$ cat src/rtl/puf_host_ctrl.sv
// Host-side PUF challenge/response link master.
// Sends a 16-bit challenge as two 8N1 bytes, then collects a 4-byte response.
module puf_host_ctrl #(
    parameter int CLKS_PER_BIT = 868,
    parameter int TIMEOUT_CLKS = 1000000
) (
    input  logic        clk,
    input  logic        rst,
    input  logic        start,
    input  logic [15:0] challenge,
    output logic        busy,
    output logic        tx,
    input  logic        rx,
    output logic [31:0] response,
    output logic        resp_valid,
    output logic        timeout,
    output logic        frame_err
);

    localparam logic [2:0] IDLE    = 3'd0;
    localparam logic [2:0] TX_BYTE = 3'd1;
    localparam logic [2:0] RX_WAIT = 3'd2;
    localparam logic [2:0] RX_BYTE = 3'd3;
    localparam logic [2:0] FINISH  = 3'd4;

    localparam int CW = $clog2(CLKS_PER_BIT);
    localparam int TW = $clog2(TIMEOUT_CLKS + 1);
    localparam logic [CW-1:0] BIT_LAST  = CW'(CLKS_PER_BIT - 1);
    localparam logic [CW-1:0] HALF_LAST = CW'(CLKS_PER_BIT / 2 - 1);
    localparam logic [TW-1:0] TO_LAST   = TW'(TIMEOUT_CLKS - 1);

    logic [2:0]    state;
    logic [15:0]   chal;
    logic [1:0]    byte_idx;
    logic [3:0]    bit_cnt;
    logic [CW-1:0] clk_cnt;
    logic [TW-1:0] to_cnt;
    logic [7:0]    rx_byte;
    logic [31:0]   shadow;
    logic          rx_meta;
    logic          rx_sync;
    logic [7:0]    tx_byte;

    assign tx_byte = byte_idx[0] ? chal[15:8] : chal[7:0];

    always_ff @(posedge clk or posedge rst) begin
        if (rst) begin
            rx_meta <= 1'b1;
            rx_sync <= 1'b1;
        end else begin
            rx_meta <= rx;
            rx_sync <= rx_meta;
        end
    end

    always_ff @(posedge clk or posedge rst) begin
        if (rst) begin
            state      <= IDLE;
            chal       <= '0;
            byte_idx   <= '0;
            bit_cnt    <= '0;
            clk_cnt    <= '0;
            to_cnt     <= '0;
            rx_byte    <= '0;
            shadow     <= '0;
            response   <= '0;
            busy       <= 1'b0;
            tx         <= 1'b1;
            resp_valid <= 1'b0;
            timeout    <= 1'b0;
            frame_err  <= 1'b0;
        end else begin
            resp_valid <= 1'b0;
            timeout    <= 1'b0;
            frame_err  <= 1'b0;
            case (state)
                IDLE: begin
                    if (start) begin
                        chal     <= challenge;
                        busy     <= 1'b1;
                        tx       <= 1'b0;
                        byte_idx <= '0;
                        bit_cnt  <= '0;
                        clk_cnt  <= '0;
                        state    <= TX_BYTE;
                    end
                end
                // bit_cnt: 0 = start, 1..8 = data, 9 = stop
                TX_BYTE: begin
                    if (clk_cnt == BIT_LAST) begin
                        clk_cnt <= '0;
                        if (bit_cnt == 4'd9) begin
                            bit_cnt <= '0;
                            if (byte_idx[0]) begin
                                byte_idx <= '0;
                                to_cnt   <= '0;
                                state    <= RX_WAIT;
                            end else begin
                                byte_idx <= 2'd1;
                                tx       <= 1'b0;
                            end
                        end else begin
                            bit_cnt <= bit_cnt + 4'd1;
                            tx <= (bit_cnt == 4'd8) ? 1'b1
                                                    : tx_byte[bit_cnt[2:0]];
                        end
                    end else begin
                        clk_cnt <= clk_cnt + 1'b1;
                    end
                end
                RX_WAIT: begin
                    to_cnt <= to_cnt + 1'b1;
                    if (to_cnt == TO_LAST) begin
                        timeout <= 1'b1;
                        busy    <= 1'b0;
                        state   <= IDLE;
                    end else if (!rx_sync) begin
                        clk_cnt <= '0;
                        bit_cnt <= '0;
                        state   <= RX_BYTE;
                    end
                end
                RX_BYTE: begin
                    if (bit_cnt == 4'd0) begin
                        if (clk_cnt == HALF_LAST) begin
                            clk_cnt <= '0;
                            if (rx_sync) begin
                                state <= RX_WAIT;
                            end else begin
                                bit_cnt <= 4'd1;
                            end
                        end else begin
                            clk_cnt <= clk_cnt + 1'b1;
                        end
                    end else if (clk_cnt == BIT_LAST) begin
                        clk_cnt <= '0;
                        if (bit_cnt != 4'd9) begin
                            rx_byte <= {rx_sync, rx_byte[7:1]};
                            bit_cnt <= bit_cnt + 4'd1;
                        end else if (!rx_sync) begin
                            frame_err <= 1'b1;
                            busy      <= 1'b0;
                            state     <= IDLE;
                        end else begin
                            shadow[{byte_idx, 3'b000} +: 8] <= rx_byte;
                            if (byte_idx != 2'd3) begin
                                byte_idx <= byte_idx + 2'd1;
                                to_cnt   <= '0;
                                state    <= RX_WAIT;
                            end else begin
                                state <= FINISH;
                            end
                        end
                    end else begin
                        clk_cnt <= clk_cnt + 1'b1;
                    end
                end
                FINISH: begin
                    response   <= shadow;
                    resp_valid <= 1'b1;
                    busy       <= 1'b0;
                    state      <= IDLE;
                end
                default: begin
                    busy  <= 1'b0;
                    tx    <= 1'b1;
                    state <= IDLE;
                end
            endcase
        end
    end

endmodule

$ cat config.mk
export PLATFORM = sky130hd
export DESIGN_NAME = puf_host_ctrl
export DESIGN_NICKNAME = d
export VERILOG_FILES = /design/src/rtl/puf_host_ctrl.sv
export SDC_FILE = /design/constraint.sdc
export NUM_CORES = 1
export LEC_CHECK = 0
export ABC_AREA = 1
export BUFFER_PORTS_ARGS = -buffer_cell sky130_fd_sc_hd__buf_2
export CAP_MARGIN = 15
export CORE_UTILIZATION = 35
export CTS_BUF_LIST = sky130_fd_sc_hd__clkbuf_16
export DETAILED_ROUTE_END_ITERATION = 8
export GPL_ROUTABILITY_DRIVEN = 0
export PLACE_DENSITY_LB_ADDON = 0.15
export SETUP_SLACK_MARGIN = 0.05
export SYNTH_ARGS = -nofsm -noshare
export SYNTH_HDL_FRONTEND = slang
export SYNTH_SLANG_ARGS = --single-unit
$ cat constraint.sdc
create_clock -name clk -period 14.7 [get_ports clk]
set_input_delay 3.675 -clock clk [delete_from_list [all_inputs] [get_ports clk]]
set_output_delay 3.675 -clock clk [all_outputs]
set_load 0.005 [all_outputs]
==> reports/qor.yml <==
outcome: "finished clean"
maxCapViolations: 0
start_kind: "flip-flop"
cts.sinks: 134
slew-limit-headroom_pct: 39.29
switchingPower_uw: 426.8
period_minus_slack_ns: 4.732
holdCritPathClass: "flip-flop to flip-flop"
fin_tns_setup_ns: 0
yosysTopAreaCell: "dfrtp_1"
vias: 5465
placed_area_um2: 7288
ioPinCount: 57
drc: 0
power_density_nw_per_um2: 149.5
cp_num_buf_inv: 1
ys_seq_area_share_pct: 49.28
syn_to_final_growth_pct: 15.19
antenna_cells: 0
htree_num_levels: 4
fp.coreArea_um2: 18890
firstDrtPassIters: 5
p_int_uw: 746.4
syn-num-nets: 848
syn_avg_cell_area_um2: 8.347
rsz0062_at_grt: "false"
drt-total-wl_mm: 15.78
clockBufferDepth: 2
synthesis.area_um2: 6812
post_cts_buffers: 0
cts_resized: 0
die_w_um: 141.5
end_kind: "output port"
seq_power_share_pct: 38.4
fillers: 1963
multi_input_area_um2: 3062
crit_arrival_ns: 1.06
synthCells: 816
synth.area.top_cells: "dfrtp_1 (48%), nand2_1 (15%), nand3_1 (5.0%)"
setup_ws_ns: 9.968
synth_cell_types: 35
ys_async_sr_fraction_pct: 100.0
fp-row-count: 50
crit_path_top_delay_cell: "dfstp_2"
cts_buffers: 17
detailedRoute.firstIterationViolations: 426
grt_pass1_vias: 5258
netSwitchingFraction_pct: 36.38
dp_hpwl_mm: 10.72
portBuffers: 56
worst_slew_pin_slew_ns: 0.9074
dieArea_um2: 20020
grt_usage_pct: 17.23
path_clk_slew_ns: 0.06
setup_viol: 0
synth.most_common_cell: "nand2_1"
p_comb_share_pct: 27.1
critPathKind: "flip-flop to output port"
yosys_warnings: 0
drt-wirelength-per-cell_um: 13.87
clock_latency_ns: 0.42
design_area_um2: 7846
worst_clock_skew_ns: 0.006565
synthFlopType: "dfrtp_1"
ir_drop_mv: 0.1095
gr-total-overflow: 0
nets: 897
fin_crit_sh_pct: 32.19
critPathTopFamily: "flip-flops"
synth-seq-cells: 134
ant_nets: 0
power.leakage_nw: 3.846
grt_pass1_wl_mm: 27.13
worstPathCellList: "buf_2"
regArea_um2: 3357
antenna_found_initial: 0
vias_per_cell: 4.802
cts_tree: "done"
hold_viol: 0
required_ns: 11.02
fmax_mhz: 211.3
critPathMaxFanout: 2
place_ws_ns: 9.526
synth_commonest_cells: "nand2_1 (267), dfrtp_1 (131), nand3_1 (68)"
root_buffer: "clkbuf_16"
slew_viol_final: 0
drive_above_1_share_pct: 17.43
pwr-share-clk_pct: 34.5
grt_start_max_net_pins: 74
start_util_pct: 36.05
holdBufCountCts: 0
die_h_um: 141.5
synth_enable_flop_cells: 0
cp_slowest_stage_delay_ns: 0.53
synth.top_cell.area_share_pct: 48.13
## sequential cells by signal, indices dropped and copies added (netlist names), 2 cells and up
signal    count
response     32
shadow       32
to_cnt       20
chal         16
clk_cnt      10
rx_byte       8
bit_cnt       4
state         3
byte_idx      2
## path summary, 6_finish.rpt
check | from | endpoint | slack (ns) | cells past startpoint
min in group asynchronous | rst | to_cnt[18]$_DFFE_PP0P_ | 3.35 | 2
max in group asynchronous | rst | response[5]$_DFFE_PP0P_ | 10.04 | 3
worst min register to register | rx_meta$_DFF_PP1_ | rx_sync$_DFF_PP1_ | 0.36 | 0
worst min-delay path | rx_meta$_DFF_PP1_ | rx_sync$_DFF_PP1_ | 0.36 | 0
worst max register to register | state[0]$_DFFE_PP0P_ | to_cnt[0]$_DFFE_PP0P_ | 11.86 | 8
worst max-delay path | tx$_DFFE_PP1P_ | tx | 9.97 | 1
## kinds of logic after synthesis
group | share of synthesized area [%]
fa+ha+maj | 2.204
compound gates | 8.946
simple gates | 28.89
xor+xnor | 2.057
mux | 2.810
flops | 49.28
buf+inv | 5.805
## through the flow
stage | power, mW | instances | hold WS (ns) | utilization, %
after floorplan | 0.6959 | 816 | 0.3452 | -
after global placement | 0.7735 | 1106 | 0.3494 | 38.58
after detailed placement | 0.7758 | 1106 | 0.3512 | 38.58
after CTS | 1.186 | 1138 | 0.3593 | 41.53
after global routing | 1.252 | 1138 | 0.3598 | 41.53
final | 1.173 | 1138 | 0.3563 | 41.53
## final cells by class
class / instances / share of cell area (%)
timing repair buffer: 60 / 3.955
clock inverter: 15 / 1.690
clock buffer: 17 / 5.422
inverter: 61 / 2.982
tap: 260 / 4.146
multi-input combinational: 591 / 39.02
sequential: 134 / 42.78
## power by group through the flow
| stage | clock (mW) | sequential (mW) | combinational [mW] |
|---|---|---|---|
| 3_3_place_gp | 0 | 0.457 | 0.316 |
| 5_1_grt | 0.430 | 0.458 | 0.365 |
| 4_1_cts | 0.414 | 0.451 | 0.321 |
| 2_1_floorplan | 0 | 0.447 | 0.249 |
| 3_5_place_dp | 0 | 0.457 | 0.319 |
| 6_report | 0.404 | 0.451 | 0.318 |
## layer usage
| layer | vias up | share of wire [%] | GRT usage, % |
|---|---|---|---|
| met4 | 0 | 1.1 | 5.886 |
| met1 | 2554 | 53 | 25.69 |
| met3 | 15 | 3.9 | 3.139 |
| met5 | - | 0 | 0 |
| met2 | 119 | 42 | 24.88 |
| li1 | 2777 | - | - |
## cell usage in the layout (no fill, tap or decap), types with 17 or more instances in the layout
master / count
o21ai_2: 24
dfrtp_1: 131
nand3_1: 68
a21oi_1: 27
o21ai_0: 37
nand2_1: 267
inv_1: 58
nand4_1: 27
clkbuf_16: 17
mux2_2: 17
buf_2: 56
nor2_1: 54
No activity file was read; power rests on OpenSTA's default activity.
